==> config.mk <==
export PLATFORM = sky130hd
export DESIGN_NAME = abc_link_arbiter
export DESIGN_NICKNAME = d
export VERILOG_FILES = /design/src/rtl/abc_arb_pkg.sv /design/src/rtl/abc_link_arbiter_rr_pick.sv /design/src/rtl/abc_link_arbiter.sv
export SDC_FILE = /design/constraint.sdc
export NUM_CORES = 1
export LEC_CHECK = 0
export BUFFER_PORTS_ARGS = -buffer_cell sky130_fd_sc_hd__buf_2
export CORE_AREA = 2 2 62 64
export DETAILED_ROUTE_END_ITERATION = 12
export DIE_AREA = 0 0 64 66
export HOLD_SLACK_MARGIN = 0.05
export PLACE_DENSITY_LB_ADDON = 0.05
export SYNTH_ARGS = -nofsm -noshare
export SYNTH_HDL_FRONTEND = slang
export SYNTH_SLANG_ARGS = --single-unit
==> constraint.sdc <==
create_clock -name clk -period 2.6 [get_ports clk]
set_input_delay 0.39 -clock clk [delete_from_list [all_inputs] [get_ports clk]]
set_output_delay 0.39 -clock clk [all_outputs]
set_load 0.05 [all_outputs]
==> src/rtl/abc_arb_pkg.sv <==
// Shared types and helpers for the abc_link_arbiter capture-link arbiter.
package abc_arb_pkg;

  typedef enum logic [0:0] {
    IDLE  = 1'b0,
    GRANT = 1'b1
  } state_t;

  localparam int STAT_W = 16;

  // Width helper that never collapses to zero bits for tiny values.
  function automatic int clog2_min1(input int value);
    return (value <= 2) ? 1 : $clog2(value);
  endfunction

endpackage

==> src/rtl/abc_link_arbiter_rr_pick.sv <==
// Combinational round-robin picker: first asserted request after ptr, wrapping.
module rr_pick
  import abc_arb_pkg::*;
#(
  parameter int N_REQ = 3
) (
  input  logic [N_REQ-1:0]             req,
  input  logic [clog2_min1(N_REQ)-1:0] ptr,
  output logic                         any,
  output logic [clog2_min1(N_REQ)-1:0] idx
);

  localparam int IW = clog2_min1(N_REQ);

  logic [IW-1:0] cand;

  // Scan farthest-first so the nearest requester after ptr overwrites the result.
  always_comb begin
    any  = |req;
    idx  = '0;
    cand = '0;
    for (int off = N_REQ; off >= 1; off--) begin
      cand = IW'((int'(ptr) + off) % N_REQ);
      if (req[cand]) idx = cand;
    end
  end

endmodule

==> src/rtl/abc_link_arbiter.sv <==
// Round-robin, burst-granular arbiter sharing one capture link among N_REQ producers.
// Optional per-requester beat statistics are built when ARB_STATS_EN is defined.
module abc_link_arbiter
  import abc_arb_pkg::*;
#(
  parameter int N_REQ     = 3,
  parameter int DATA_W    = 16,
  parameter int MAX_BURST = 8
) (
  input  logic                          clk,
  input  logic                          rst,
  input  logic [N_REQ-1:0]              req_valid,
  input  logic [N_REQ*DATA_W-1:0]       req_data,
  input  logic [N_REQ-1:0]              req_last,
  output logic [N_REQ-1:0]              req_ready,
  output logic                          out_valid,
  output logic [DATA_W-1:0]             out_data,
  output logic                          out_last,
  input  logic                          out_ready,
  output logic [clog2_min1(N_REQ)-1:0]  out_src,
  output logic                          busy,
  input  logic                          stat_clr,
  output logic [N_REQ*STAT_W-1:0]       stat_beats
);

  localparam int IW = clog2_min1(N_REQ);
  localparam int CW = clog2_min1(MAX_BURST + 1);
  localparam logic [CW-1:0] LAST_CNT = CW'(MAX_BURST - 1);

  localparam logic [0:0] ST_IDLE  = IDLE;
  localparam logic [0:0] ST_GRANT = GRANT;

  logic [0:0]        state;
  logic [IW-1:0]     gnt_id;
  logic [IW-1:0]     rr_ptr;
  logic [CW-1:0]     beat_cnt;
  logic              pick_any;
  logic [IW-1:0]     pick_idx;
  logic              granted;
  logic              accept;
  logic [DATA_W-1:0] lane [N_REQ];

  for (genvar g = 0; g < N_REQ; g++) begin : g_lane
    assign lane[g] = req_data[g*DATA_W +: DATA_W];
  end

  rr_pick #(
    .N_REQ(N_REQ)
  ) u_pick (
    .req (req_valid),
    .ptr (rr_ptr),
    .any (pick_any),
    .idx (pick_idx)
  );

  assign granted = (state == ST_GRANT);
  assign accept  = out_valid & out_ready;

  // Link mux: the granted requester is passed straight through to the sink.
  always_comb begin
    out_valid = 1'b0;
    out_data  = '0;
    out_last  = 1'b0;
    out_src   = '0;
    req_ready = '0;
    busy      = 1'b0;
    if (granted) begin
      out_valid         = req_valid[gnt_id];
      out_data          = lane[gnt_id];
      out_last          = req_last[gnt_id] | (beat_cnt == LAST_CNT);
      out_src           = gnt_id;
      req_ready[gnt_id] = out_ready;
      busy              = 1'b1;
    end
  end

  // Arbitration / burst tracking; a release always leaves one idle bubble.
  always_ff @(posedge clk) begin
    if (rst) begin
      state    <= ST_IDLE;
      gnt_id   <= '0;
      rr_ptr   <= IW'(N_REQ - 1);
      beat_cnt <= '0;
    end else begin
      case (state)
        ST_IDLE: begin
          if (pick_any) begin
            gnt_id   <= pick_idx;
            rr_ptr   <= pick_idx;
            beat_cnt <= '0;
            state    <= ST_GRANT;
          end
        end
        default: begin
          if (accept) begin
            if (out_last) begin
              state    <= ST_IDLE;
              beat_cnt <= '0;
            end else begin
              beat_cnt <= beat_cnt + CW'(1);
            end
          end
        end
      endcase
    end
  end

`ifdef ARB_STATS_EN
  logic [STAT_W-1:0] stat_cnt [N_REQ];

  function automatic logic [STAT_W-1:0] sat_inc(input logic [STAT_W-1:0] value);
    return (value == '1) ? value : value + STAT_W'(1);
  endfunction

  // Clear wins over a same-cycle increment.
  always_ff @(posedge clk) begin
    for (int i = 0; i < N_REQ; i++) begin
      if (rst || stat_clr) begin
        stat_cnt[i] <= '0;
      end else if (accept && (gnt_id == IW'(i))) begin
        stat_cnt[i] <= sat_inc(stat_cnt[i]);
      end
    end
  end

  for (genvar g = 0; g < N_REQ; g++) begin : g_stat
    assign stat_beats[g*STAT_W +: STAT_W] = stat_cnt[g];
  end
`else
  logic stat_clr_unused;
  assign stat_clr_unused = stat_clr;
  assign stat_beats      = '0;
`endif

endmodule

Word level (Yosys, flattened, before mapping). Cells that the tools add are included.

Equality and inequality tests: 2. Mux-type cells: 32. Reduce and logical (&&, ||, !) cells: 5. $add $sub $neg: 4. Bitwise gates (word level): 5. $lt $le $gt $ge: 6. Divide/modulo/power cells: 3.

Operators with widths (number): $mod 32x3->32 const B (3); $mux 16 (3); $bmux 16 s2 (1); $mux 4 (4); $mux 1 (13); $lt 2x3->1 const B (4); $bmux 1 s2 (5); $mux 2 (4); $add 2x2->3 const B (2); $add 4x1->4 const B (1); $eq 4x3->1 const B (1); $reduce_and 2->1 (2); $add 2x1->3 const B (1); $and 3x3->3 (1); $ge 3x3->1 const B (1); $mux 3 (1); $not 2->3 (1); $reduce_or 3->1 (1); $demux 1 s2 (1); $ge 2x1->1 const B (1); $ne 2x1->1 const B (1); $reduce_bool 2->1 (1); $and 1x1->1 (1); $logic_and 1x1->1 (1); 2 further kinds (2).

Word-level logic and storage cells: 61. Output and inout port bits: 72. Flip-flop bits (word level): 9.

Logic depth before layout (Yosys ltp).
Depth after elaboration: 7. Mapped depth: 6. Depth with buffers taken out: 6.

Modules after synthesis. From an unflattened synthesis, not the netlist that was laid out.

Cell total of the unflattened synthesis: 199. Area total of the unflattened synthesis: 1431.4 sq um.

By module, submodules not included: abc_link_arbiter (cells an instance 179, area an instance 1281.2 sq um, sequential area each 160.2 sq um, instances 1); rr_pick (cells an instance 20, area an instance 150.1 sq um, sequential area each 0.0 sq um, instances 1).

Worst setup path before layout. Ideal clock, no wire load.

Path type: register to output. Start: register state (netlist: granted). End: output port req_ready[0]. Buffers on the path: 0. Path slack: 0.242 ns. Arrival: 1.968 ns. Required time: 2.210 ns. Stages on the path, launching flop included: 3. Path through: dfxtp_1 -> nand2_1 -> nor3_1.

Word-level cells in the longest chain between the ends: 1.

Ends and longest elaborated chain: start, declared (line abc_link_arbiter.sv:33) `logic [0:0] state;`; start signal, assigned (line abc_link_arbiter.sv:80) `state <= ST_IDLE;`; start signal, assigned (line abc_link_arbiter.sv:91) `state <= ST_GRANT;`; start signal, assigned (line abc_link_arbiter.sv:97) `state <= ST_IDLE;`; $mux 3 (line abc_link_arbiter.sv:67) `if (granted) begin`; end, declared (line abc_link_arbiter.sv:15) `output logic [N_REQ-1:0] req_ready,`.

Every way passes these cells.

Worst setup path after layout.
Start: register gnt_id[1]. End: output port out_last.

Word-level cells in the longest chain between the ends: 4.

Ends and longest elaborated chain: start, declared (line abc_link_arbiter.sv:34) `logic [IW-1:0] gnt_id;`; start signal, assigned (line abc_link_arbiter.sv:88) `gnt_id <= pick_idx;`; $bmux 1 s2 (line abc_link_arbiter.sv:70) `out_last = req_last[gnt_id] | (beat_cnt == LAST_CNT);`; $mux 1 (implied by the code) (line abc_link_arbiter.sv:70); $or 1x1->1 (line abc_link_arbiter.sv:70); $mux 1 (line abc_link_arbiter.sv:67); end, declared (line abc_link_arbiter.sv:18) `output logic out_last,`.

Every way passes these cells. The select of a mux whose other input is x is not followed.

==> key figures <==
Status
  • Status: finished, final reports clean

Logic synthesis
  • Post-synthesis async set-or-reset flop share: 0%
  • Top FF cell, synth: dfxtp_1
  • Post-Syn Area: approximately 1400 µm²
  • Mean Syn Cell Area: approximately 7 µm²
  • Synth unique cells: 35
  • #FFs+latches synth: 8
  • Seq/Total Area, Yosys: a little under an eighth
  • Number of synthesized flops with an enable pin: 0
  • Cell count after synthesis: slightly below 200
  • Yosys warning count: 0

Placed design
  • DP Area: 1670 µm²
  • Inst Count DP: around 320
  • Worst slack at placement: 627 ps
  • Final RePlAce weighted congestion: around 0.77
  • HPWL after detailed placement: around 3000 µm
  • Buffers on Ports: 80

STA
  • Clock period minus worst slack: ~2200 ps
  • Max-slew violations: 0
  • Final worst slack: between 300 and 400 ps
  • RSZ-0062 raised after global routing: no
  • Setup TNS: 0 ps
  • Finish-stage setup viols: 0
  • Fmax: 0.446 GHz
  • Clock skew: between 6 and 7 ps
  • Period Utilization, post-route: about 86%
  • Final hold viol count: 0

Critical path
  • Crit Path Category: reg2out
  • Crit Path Max Fanout: 11
  • CP Capture Type: output pin
  • Critical path required time: roughly 2200 ps
  • Critical path arrival: ~1900 ps
  • Worst setup SP type: flop

Global routing
  • Total track usage: 15.8%
  • Largest net degree at the start of global routing: 19
  • Initial antenna violation count: 0
  • Grt ovf: 0
  • Vias in the first global route: between 1000 and 1500
  • First-pass GRT wire length: ~5500 µm

Power and ir drop
  • P per Cell Area: 425 nW/µm²
  • Max VDD drop: about 0.00022 V
  • Total power: about 0.72 mW
  • Leakage power: 0.908 nW

Finish
  • NumNets Final: 340
  • Seq. cell area: 160 µm²
  • Layout cells sized above 1: between 30% and 40%
  • ANT cells: 0
  • Design area: 1690 µm²
  • Filler Cell Count: between 300 and 400
  • Area of the multi-input gates: between 900 and 1000 µm²
  • Area grow syn2layout: 21.7%
  • Non-filler cells, final: between 300 and 400

Routing
  • DR DRC count: 0
  • Post-DR wirelength/cell: roughly 11 µm
  • Starting DRC count in detailed routing: 48
  • Drt first pass iters: 5
  • Vias per cell: about 4.5
  • Via Count: 1445
  • Final wirelength: about 3600 µm
  • Final ANT Viol Nets: 0

Floorplan
  • Initial Util: approximately two fifths
  • Std-Cell Rows: 22
  • Die height: between 60 and 70 µm
  • Core area: around 3600 µm²
  • Die Wd: about 64 µm
  • Boundary Pins: 130
  • Die area: ~4200 µm²

Clock network
  • Clk slew on worst S/H paths: ~60 ps
  • H-tree depth: 1
  • Clk_lat worst skew: ~250 ps
  • TritonCTS clock tree: yes
  • Sink Count: 8
  • Cts bufs inserted: 3
  • CTS Buffer Depth: 2
  • Root Driver: clkbuf_4
  • Post-CTS Resized: 0
  • Setup bufs post-CTS: 0
  • CTS Hold Bufs: 0

Job
  • Maxcap violations: 0

Worst hold path
  • Hold/Removal Path Class: in2reg
placed cells by master, fill, tap and decap left out, drive strengths merged:
| master | synthesis | routed |
|---|---|---|
| nand2 | 6 | 6 |
| mux2i | 18 | 18 |
| nor2 | 38 | 38 |
| o31ai | 3 | 3 |
| nand4 | 2 | 2 |
| clkbuf | 7 | 3 |
| nand3 | 4 | 4 |
| inv | 7 | 7 |
| ha | 4 | 4 |
| a2111o | 1 | 1 |
| conb | 1 | 48 |
| o21ai | 3 | 3 |
| a2111oi | 1 | 1 |
| o2111ai | 3 | 3 |
| nand2b | 1 | 1 |
| a21oi | 21 | 21 |
| o211ai | 2 | 2 |
| and3 | 1 | 1 |
| and3b | 2 | 2 |
| dfxtp | 8 | 8 |
| mux2 | 1 | 1 |
| and2 | 1 | 1 |
| buf | 50 | 86 |
| nor2b | 3 | 3 |
| nand3b | 2 | 2 |
| a211oi | 1 | 1 |
| o2111a | 1 | 1 |
| a31oi | 2 | 2 |
| nor3 | 2 | 2 |
| o21a | 1 | 1 |
power by group:
group | switching, mW | internal [mW]
registers | 0.00790 | 0.128
logic | 0.373 | 0.111
clock network | 0.0440 | 0.0530
total | 0.425 | 0.292
registers in the layout, indices dropped and copies added (netlist names):
name	count
rr_ptr	1
gnt_id	2
granted	1
beat_cnt	4
logic make-up after synthesis:
| family | Yosys count | share of synthesized area (%) |
|---|---|---|
| buffers and inverters | 64 | 30.9 |
| and+or+nand+nor | 62 | 20.4 |
| AOI/OAI and AO/OA | 39 | 19.2 |
| muxes | 19 | 14.1 |
| DFF | 8 | 11.5 |
| adders and majority gates | 4 | 3.61 |
| other | 1 | 0.270 |
cells in the mapped netlist, drive strengths merged (2+ instances only):
cell type	instances	share of area (%)
nand3b	2	1.1
inv	7	1.9
and3b	2	1.3
nor3	2	0.72
o31ai	3	2.0
nand4	2	0.90
buf	50	27
nand2	6	1.6
mux2i	18	13
dfxtp	8	12
o211ai	2	1.1
a21oi	21	7.6
nor2	38	10
nand3	4	1.8
ha	4	3.6
a31oi	2	0.90
nor2b	3	1.4
clkbuf	7	1.9
o21ai	3	1.1
o2111ai	3	1.9
area by class of cell:
cell class,count,area share (%)
sequential,8,9.48
timing repair buffer,86,26.4
multi-input combinational,172,57.7
clock buffer,3,1.33
tap,48,3.56
inverter,7,1.56
layer usage:
metal / vias to the layer above / global-route usage [%] / wire (µm)
met5: - / 0 / 0
met4: 0 / 3.26 / 19
met3: 2 / 2.04 / 246
met2: 72 / 28.9 / 1820
met1: 636 / 19.7 / 1510
li1: 735 / - / -
worst max-delay path, cell delays in order (launching register included):
cell      delay [ps]
dfxtp_1          570
mux2_4           360
a211oi_1         380
nor2_1            70
buf_2            220
path summary, 6_finish.rpt:
path	startpoint	end	slack, ps	cells past startpoint
max	gnt_id[1]	out_last	360	4
max reg2reg	gnt_id[0]	gnt_id[0]	630	6
min reg2reg	granted	granted	520	2
min	rst	beat_cnt[2]	420	2
through the flow:
step	util [%]	hold WS, ps
after detailed placement	46.9	504
after floorplan	-	465
after global placement	46.9	487
after global routing	47.6	429
final	47.6	425
after CTS	47.6	419
(Power assumes the default switching activity.)
